[config.mk]
export PLATFORM = sky130hd
export DESIGN_NAME = ids_bus_matrix
export DESIGN_NICKNAME = d
export VERILOG_FILES = /design/src/rtl/ids_bus_matrix.sv
export SDC_FILE = /design/constraint.sdc
export NUM_CORES = 1
export LEC_CHECK = 0
export CAP_MARGIN = 20
export CORE_AREA = 2 2 258 260
export CTS_CLUSTER_SIZE = 8
export DETAILED_ROUTE_END_ITERATION = 12
export DIE_AREA = 0 0 260 262
export SYNTH_ARGS = -nofsm -noshare
export SYNTH_HDL_FRONTEND = slang
export SYNTH_SLANG_ARGS = --single-unit
[constraint.sdc]
create_clock -name i_clk -period 3 [get_ports i_clk]
set_clock_uncertainty 0.2 [all_clocks]
set_input_delay 0.9 -clock i_clk [delete_from_list [all_inputs] [get_ports i_clk]]
set_output_delay 0.9 -clock i_clk [all_outputs]
set_load 0.005 [all_outputs]
[src/rtl/ids_bus_matrix.sv]
// ids_bus_matrix: multi-master / multi-slave shared bus with single-owner arbitration,
// address-nibble slave decode and a one-deep registered read-response path.
module ids_bus_matrix #(
    parameter int                 N_MST    = 3,
    parameter int                 N_SLV    = 4,
    parameter int                 DW       = 32,
    parameter int                 RR_MODE  = 0,
    parameter int                 HOLD_MAX = 0,
    parameter logic [4*N_SLV-1:0] SLV_SEL  = {4'h8, 4'h4, 4'h2, 4'h0}
) (
    input  logic                  i_clk,
    input  logic                  i_rst_n,
    input  logic [N_MST-1:0]      i_req,
    output logic [N_MST-1:0]      o_gnt,
    input  logic [N_MST*32-1:0]   i_m_addr,
    input  logic [N_MST*4-1:0]    i_m_size,
    input  logic [N_MST*DW-1:0]   i_m_din,
    input  logic [N_MST-1:0]      i_m_write,
    input  logic [N_MST-1:0]      i_m_read,
    output logic [DW-1:0]         o_m_dout,
    output logic [N_MST-1:0]      o_m_rvalid,
    output logic [N_MST-1:0]      o_m_err,
    output logic [N_SLV*32-1:0]   o_s_addr,
    output logic [N_SLV*4-1:0]    o_s_size,
    output logic [N_SLV*DW-1:0]   o_s_din,
    output logic [N_SLV-1:0]      o_s_write,
    output logic [N_SLV-1:0]      o_s_read,
    input  logic [N_SLV*DW-1:0]   i_s_dout
);

    localparam int MW = (N_MST > 1) ? $clog2(N_MST) : 1;
    localparam int SW = (N_SLV > 1) ? $clog2(N_SLV) : 1;
    localparam int HW = (HOLD_MAX > 0) ? $clog2(HOLD_MAX + 1) : 1;

    typedef enum logic {
        ST_IDLE  = 1'b0,
        ST_OWNED = 1'b1
    } state_t;

    state_t          state_q, state_d;
    logic [MW-1:0]   owner_q, owner_d;
    logic [HW-1:0]   hold_q, hold_d;

    logic            rsp_vld_q;
    logic            rsp_err_q;
    logic [MW-1:0]   rsp_owner_q;
    logic [SW-1:0]   rsp_slave_q;

    logic [N_MST-1:0] owner_oh;
    logic [N_MST-1:0] rsp_oh;
    logic [N_MST-1:0] others;

    logic [31:0]      m_addr [N_MST];
    logic [3:0]       m_size [N_MST];
    logic [DW-1:0]    m_din  [N_MST];
    logic [DW-1:0]    s_dout [N_SLV];

    logic [31:0]      g_addr;
    logic [3:0]       g_size;
    logic [DW-1:0]    g_din;
    logic             g_wr;
    logic             g_rd;

    logic [N_SLV-1:0] slv_hit;
    logic [N_SLV-1:0] slv_sel;
    logic [SW-1:0]    slv_idx;
    logic             mapped;

    genvar gi;

    generate
        for (gi = 0; gi < N_MST; gi++) begin : g_mst
            assign m_addr[gi]   = i_m_addr[gi*32 +: 32];
            assign m_size[gi]   = i_m_size[gi*4 +: 4];
            assign m_din[gi]    = i_m_din[gi*DW +: DW];
            assign owner_oh[gi] = (owner_q == MW'(gi));
            assign rsp_oh[gi]   = (rsp_owner_q == MW'(gi));
        end
    endgenerate

    // Winner among reqs; round-robin searches upward from the slot after last.
    function automatic logic [MW-1:0] pick(input logic [N_MST-1:0] reqs,
                                           input logic [MW-1:0]    last);
        logic [MW-1:0] win;
        int            idx;
        win = '0;
        if (RR_MODE != 0) begin
            for (int k = N_MST; k >= 1; k--) begin
                idx = (int'(last) + k) % N_MST;
                if (reqs[idx]) win = MW'(idx);
            end
        end else begin
            for (int k = N_MST - 1; k >= 0; k--) begin
                if (reqs[k]) win = MW'(k);
            end
        end
        return win;
    endfunction

    assign others = i_req & ~owner_oh;
    assign o_gnt  = (state_q == ST_OWNED) ? owner_oh : '0;

    // owner_q keeps the last owner through IDLE, so it doubles as the round-robin pointer.
    always_comb begin
        state_d = state_q;
        owner_d = owner_q;
        hold_d  = hold_q;
        case (state_q)
            ST_IDLE: begin
                if (|i_req) begin
                    state_d = ST_OWNED;
                    owner_d = pick(i_req, owner_q);
                    hold_d  = '0;
                end
            end
            ST_OWNED: begin
                if (!i_req[owner_q]) begin
                    hold_d = '0;
                    if (|others) begin
                        owner_d = pick(others, owner_q);
                    end else begin
                        state_d = ST_IDLE;
                    end
                end else if ((HOLD_MAX > 0) && (|others)) begin
                    if (int'(hold_q) + 1 >= HOLD_MAX) begin
                        owner_d = pick(others, owner_q);
                        hold_d  = '0;
                    end else begin
                        hold_d = hold_q + 1'b1;
                    end
                end
            end
            default: begin
                state_d = ST_IDLE;
            end
        endcase
    end

    always_ff @(posedge i_clk or negedge i_rst_n) begin
        if (!i_rst_n) begin
            state_q <= ST_IDLE;
            owner_q <= MW'(N_MST - 1);
            hold_q  <= '0;
        end else begin
            state_q <= state_d;
            owner_q <= owner_d;
            hold_q  <= hold_d;
        end
    end

    // Only the current owner's transfer fields are forwarded; a write masks a read.
    always_comb begin
        g_addr = '0;
        g_size = '0;
        g_din  = '0;
        g_wr   = 1'b0;
        g_rd   = 1'b0;
        if (state_q == ST_OWNED) begin
            g_addr = m_addr[owner_q];
            g_size = m_size[owner_q];
            g_din  = m_din[owner_q];
            g_wr   = i_m_write[owner_q];
            g_rd   = i_m_read[owner_q] & ~i_m_write[owner_q];
        end
    end

    always_comb begin
        slv_idx = '0;
        for (int k = N_SLV - 1; k >= 0; k--) begin
            if (slv_hit[k]) slv_idx = SW'(k);
        end
    end

    assign mapped = |slv_hit;

    generate
        for (gi = 0; gi < N_SLV; gi++) begin : g_slv
            assign slv_hit[gi]            = (g_addr[31:28] == SLV_SEL[gi*4 +: 4]);
            assign slv_sel[gi]            = slv_hit[gi] && (slv_idx == SW'(gi));
            assign s_dout[gi]             = i_s_dout[gi*DW +: DW];
            assign o_s_addr[gi*32 +: 32]  = slv_sel[gi] ? g_addr : '0;
            assign o_s_size[gi*4 +: 4]    = slv_sel[gi] ? g_size : '0;
            assign o_s_din[gi*DW +: DW]   = slv_sel[gi] ? g_din  : '0;
            assign o_s_write[gi]          = slv_sel[gi] & g_wr;
            assign o_s_read[gi]           = slv_sel[gi] & g_rd;
        end
    endgenerate

    // Response side latches owner/slave so a grant change next cycle cannot misroute it.
    always_ff @(posedge i_clk or negedge i_rst_n) begin
        if (!i_rst_n) begin
            rsp_vld_q   <= 1'b0;
            rsp_err_q   <= 1'b0;
            rsp_owner_q <= '0;
            rsp_slave_q <= '0;
        end else begin
            rsp_vld_q   <= g_rd;
            rsp_err_q   <= (g_rd | g_wr) & ~mapped;
            rsp_owner_q <= owner_q;
            rsp_slave_q <= slv_idx;
        end
    end

    assign o_m_rvalid = rsp_vld_q ? rsp_oh : '0;
    assign o_m_err    = rsp_err_q ? rsp_oh : '0;
    assign o_m_dout   = (rsp_vld_q && !rsp_err_q) ? s_dout[rsp_slave_q] : '0;

endmodule

-- Word level (Yosys, flattened, before mapping)
Cells that the tools add are included.
- register bits after elaboration: 9
- latch bits: 0
- memory bits (writable): 0
- ROM bits: 0
- input bits: 343
- output and inout bits: 321
- word-level logic and storage cells: 111
- memories: 0
- $add $sub $neg: 0
- multiply operators: 0
- div/mod/pow operators: 0
- order comparisons: 3
- equality and inequality tests: 13
- shifts and indexed selects: 0
- mux-type cells: 57
- bitwise operators: 18
- reductions and logical operators: 14
- operator list (cell ; count):
    $mux W32 ; 17
    $bmux W32 S2 ; 3
    $mux W4 ; 7
    $mux W2 ; 13
    $and A1 B1 Y1 ; 10
    $mux W3 ; 3
    $bmux W4 S2 ; 1
    $eq A2 B2 Y1 const B ; 4
    $mux W1 ; 8
    $bmux W1 S2 ; 3
    $eq A2 B1 Y1 const B ; 3
    $ge A3 B3 Y1 const B ; 2
    $logic_not A2 Y1 ; 3
    $not A2 Y3 ; 2
    $reduce_or A3 Y1 ; 2
    $logic_and A1 B1 Y1 ; 5
    $eq A4 B2 Y1 const B ; 1
    $eq A4 B3 Y1 const B ; 1
    $eq A4 B4 Y1 const B ; 1
    $logic_not A4 Y1 ; 1
    $ne A2 B2 Y1 const B ; 2
    $pmux W2 S2 ; 1
    $reduce_or A4 Y1 ; 1
    $and A3 B3 Y3 ; 1
    8 further kinds ; 10

-- Logic depth before layout (Yosys ltp)
Gate-level depths: netlist of the first run.
- word-level depth: 13
- gate-level depth with buffers: 8
- mapped depth without buffers: 4

-- Worst setup path after synthesis of the first run
No wires, ideal clock.
- path kind: input port to output port
- from: input port i_m_addr[30]
- to: output port o_s_din[111]
- data arrival time: 1.964 ns
- data required time: 1.900 ns
- path slack: -0.064 ns
- cell stages on the path: 5
- path buffers: 1
- cell sequence: or3b_1 -> a211oi_1 -> o211ai_2 -> buf_2 -> nor2b_1
- word-level cells in the longest chain between the ends: 12
- elaborated cells between the ends (all ways): 15
- classes of those cells: eq/ne: 4; mux: 9; reduce/logical: 2
- ends and longest elaborated chain (what ; RTL line ; text):
    start: declaration ; 15 ; input logic [N_MST*32-1:0] i_m_addr,
    $bmux W32 S2 * ; 159 ; g_addr = m_addr[owner_q];
    $mux W32 (implied by the code) * (2 in a row) ; 159 ;
    $mux W32 * ; 158 ; if (state_q == ST_OWNED) begin
    $eq A4 B4 Y1 ; 178 ; assign slv_hit[gi] = (g_addr[31:28] == SLV_SEL[gi*4 +: 4]);
    $mux W2 (4 in a row) ; 170 ; if (slv_hit[k]) slv_idx = SW'(k);
    $eq A2 B2 Y1 ; 179 ; assign slv_sel[gi] = slv_hit[gi] && (slv_idx == SW'(gi));
    $logic_and A1 B1 Y1 * ; 179 ;
    $mux W32 * ; 183 ; assign o_s_din[gi*DW +: DW] = slv_sel[gi] ? g_din : '0;
    end: declaration ; 25 ; output logic [N_SLV*DW-1:0] o_s_din,
Every way passes the cells marked *; elsewhere a longest branch is shown, timed or not. The select of a mux whose other input is x is not followed.

-- Worst setup path after layout of the first run
- from: input port i_m_addr[30]
- to: output port o_s_addr[106]
- word-level cells in the longest chain between the ends: 12
- elaborated cells between the ends (all ways): 15
- classes of those cells: eq/ne: 4; mux: 9; reduce/logical: 2
- ends and longest elaborated chain (what ; RTL line ; text):
    $bmux W32 S2 * ; 159 ;
    $mux W32 (implied by the code) * (2 in a row) ; 159 ;
    $mux W32 * ; 158 ;
    $eq A4 B4 Y1 ; 178 ;
    $mux W2 (4 in a row) ; 170 ;
    $eq A2 B2 Y1 ; 179 ;
    $logic_and A1 B1 Y1 * ; 179 ;
    $mux W32 * ; 181 ; assign o_s_addr[gi*32 +: 32] = slv_sel[gi] ? g_addr : '0;
    end: declaration ; 23 ; output logic [N_SLV*32-1:0] o_s_addr,
Marks and branches as above.

==> results of run 1 <==
power by group through the flow:
| stage | clock network [uW] | logic, uW | registers [uW] |
|---|---|---|---|
| finish | 235 | 3700 | 161 |
| global route | 250 | 3900 | 163 |
| detailed placement | 0 | 2560 | 162 |
| floorplan | 0 | 941 | 147 |
| CTS | 242 | 3360 | 159 |
| global placement | 0 | 2560 | 161 |
cells in the mapped netlist, types with 2 or more instances:
library cell,n,area (sq um)
nand2_1,42,158
nand3b_1,2,15.0
buf_1,2,7.51
and3b_1,4,35.0
nand2b_1,2,12.5
nor3_1,3,15.0
o21ai_1,2,10.0
mux4_2,32,721
a21o_1,2,15.0
clkbuf_1,23,86.3
nor2_1,253,950
o21ai_0,27,135
buf_6,4,45.0
buf_2,33,165
a2bb2oi_1,2,17.5
nor3b_1,3,22.5
mux2i_1,68,681
o2bb2ai_1,40,350
buf_4,22,165
nor2b_1,72,450
o211ai_2,3,37.5
inv_1,5,18.8
dfrtp_1,8,200
and2_1,28,175
per-stage QoR:
stage / total power [uW] / setup WS, ps
after floorplan: 1090 / -34.6
after global placement: 2720 / -1260
after detailed placement: 2720 / -1290
after CTS: 3760 / -931
after global routing: 4310 / -812
final: 4090 / -744
kinds of logic after synthesis:
family | after synthesis
multiplexers | 101
flip-flops | 9
buffers and inverters | 89
AO/OA/AOI/OAI | 86
AND/OR/NAND/NOR | 416
other | 1
critical path: cells and delay by family:
kind / cells / cell delay [ps]
AOI/OAI and AO/OA: 2 / 460
and+or+nand+nor: 2 / 470
buffers and inverters: 6 / 810
metal layers:
layer | wire, um | vias to the layer above | GRT usage, % | share of wire, %
li1 | - | 4146 | - | -
met1 | 19000 | 4376 | 16.1 | 35
met2 | 28000 | 569 | 26.6 | 52
met3 | 4660 | 77 | 2.36 | 8.6
met4 | 2530 | 4 | 6.07 | 4.7
met5 | 27 | - | 0 | 0.050
registers in the layout, summed over array words and instances (netlist names):
signal and count:
rsp_slave_q 2, owner_q 2, rsp_vld_q 1, rsp_owner_q 2, rsp_err_q 1, state_q 1
area by class of cell:
type	instances	area [sq um]
Antenna cell	2	5.00
Clock buffer	4	78.8
Fill cell	7175	49300
Inverter	5	28.8
Multi-Input combinational cell	616	5450
Sequential cell	9	239
Tap cell	864	1080
Timing Repair Buffer	961	9080
how the worst max path moves through the flow:
| stage | from | end | slack (ps) |
|---|---|---|---|
| floorplan | i_m_addr[30] | o_s_din[111] | -30 |
| global placement | i_m_addr[30] | o_s_size[12] | -1260 |
| detailed placement | i_m_addr[28] | o_s_din[64] | -1290 |
| CTS | i_m_addr[30] | o_s_addr[100] | -930 |
| global route | i_m_addr[30] | o_s_din[96] | -810 |
| finish | i_m_addr[30] | o_s_addr[106] | -740 |
timing repair:
| item | CTS | global route |
|---|---|---|
| resized for setup | 1553 | 512 |
| setup buffers | 136 | 75 |
| pin swaps | 91 | 64 |
| setup endpoints to repair | 301 | 281 |
| gates cloned | 32 | 1 |
| endpoints found under the hold margin | 0 | 0 |
==> impl_results.md, run 1 <==
- Clock share of power: 5.7%
- Psw: 1780 uW
- Worst Min Path Start: owner_q[0]
- Chip height: 262 um
- Synth unique cells: 44
- Lkg Pwr: 0.00722 uW
- Slowest CP cell: or3b_4
- Post-Synthesis Cells: 702
- R2r setup slk: 310 ps
- CP startpoint kind: primary input
- Design Area, Final: 0.0160 sq mm
- Core box area: 0.0653 sq mm
- Placed cells: 2,261
- Arr. time, crit path: 2640 ps
- Post-CTS Hold Buffers: 0
- FF-to-FF Start: owner_q[1]
- Most frequent cells in the layout: 264 x buf_2, 201 x clkdlybuf4s50_1, 126 x buf_6, 110 x dlygate4sd2_1, 103 x buf_4
- P&R area growth vs syn: 242%
- Ports: 664
- All-Layer GR Usage: 14.4%
- Internal Power: 2310 uW
- Initial Util: 7.15%
- Ordered cell list for the critical path: buf_8 -> or3b_4 -> a211oi_4 -> o211ai_4 -> buf_6 -> buf_8 -> buf_16 -> buf_6 -> nor2b_1 -> buf_2
- TritonRoute pass-1 iters: 4
- DRT iter0 DRCs: 433
- Period utilisation layout: 125%
- Post-synth EDFFs: 0
- Pwr per Cell Area: 257 mW/mm^2
- Detailed placement HPWL: 36,100 um
- Post-synthesis mux area share: 30.3%
- Hold path depth: 2
- Worst IR Drop VDD: 0.193 mV
- Post-Synth Simple-Gate Area: 40.4%
- Setup_tns: -139,820 ps
- Antenna-violating nets left: 0
- Post-route minimum period: 3740 ps
- Final core utilization: 24.5%
- Critical path class: in2out
- XOR/XNOR Fraction of Synth Area: 0%
- Switching Fraction: 43.5%
- Clock root buffer: clkbuf_16
- RSZ-0062 raised after global routing: true
- #FFs+latches synth: 9
- Cell Area, Synth: 0.00467 sq mm
- Hold Path End: owner_q[0]
- Crit path capture type: primary output
- Hold Slack: 654 ps
- Max transition margin: 63.5%
- CTS buffer count: 3
- Commonest non-fill, non-tap cell in the layout: buf_2
- Sequential Power Share: 3.9%
- Fraction of layout cells with a size suffix above 1: 57.1%
- Largest net degree at the start of global routing: 35
- Grt ovf: 0
- Clock transition at path regs: 40 ps
- H-Tree Depth: 1
- Area fraction in compound gates after synthesis: 13.9%
- Number of global-route vias before repair: 9,195
- F_max: 0.267 GHz
- Main combinational cell family by area after synthesis: simple AND/OR/NAND/NOR gates
- Adder-cell share of the synthesized area: 0%
- Max Slew Vio Count: 0
- Critical path fanouts, max: 6
- Row count: 94
- Wire length per cell: 22.0 um
- Via-to-Cell Ratio: 3.73
- Global-route wire length before repair: 68,800 um
- Die width: 260 um
- Clk sink count: 9
- Synthesized area per cell: 6.65 sq um
- Prevailing post-synth register cell: dfrtp_1
- TritonCTS clock tree: done
- Slew @ Worst Pin: 548 ps
- Port Buffers: 650
- Vias: 9,172
- Nets@finish: 1,939
- Required @ worst endpoint: 1900 ps
- R2R depth: 9
- Largest stage delay, worst path: 380 ps
- CTS Buffer Depth: 2
- Violations in the final reports: setup timing
- Comb power frac: 90.3%
- DRC: 0
- Status: finished, violations left
- R2R Path End: rsp_err_q
- Gpl congestion: 0.828
- Non-Filler Instances: 2,461
- Placed cell areas: 0.0130 sq mm
- Hold Crit Class: reg2reg
- Number of max-cap violations: 0
- Setup WS post-layout: -744 ps
- Die Footprint: 0.0681 sq mm
- Post-synthesis sequential area ratio: 4.85%
- Asr flop ratio synth: 100%
- Initial antenna violation count: 5
- Worst-Skew Late Latency: 230 ps
- Final WL: 54,200 um
- Syn. warnings: 0
- Final setup viols: 268
- Endpoints failing hold: 0
Note: power is estimated with default switching activity, not from simulation.
==> run 2: changes to the inputs <==
--- a/config.mk
+++ b/config.mk
@@ -7,6 +7,7 @@
 export LEC_CHECK = 0
 export CAP_MARGIN = 20
 export CORE_AREA = 2 2 258 260
+export CTS_CLUSTER_DIAMETER = 100
 export CTS_CLUSTER_SIZE = 8
 export DETAILED_ROUTE_END_ITERATION = 12
 export DIE_AREA = 0 0 260 262
==> results of run 2 <==
Same layout as run 1: the final DEF is identical, and so are final timing and power.
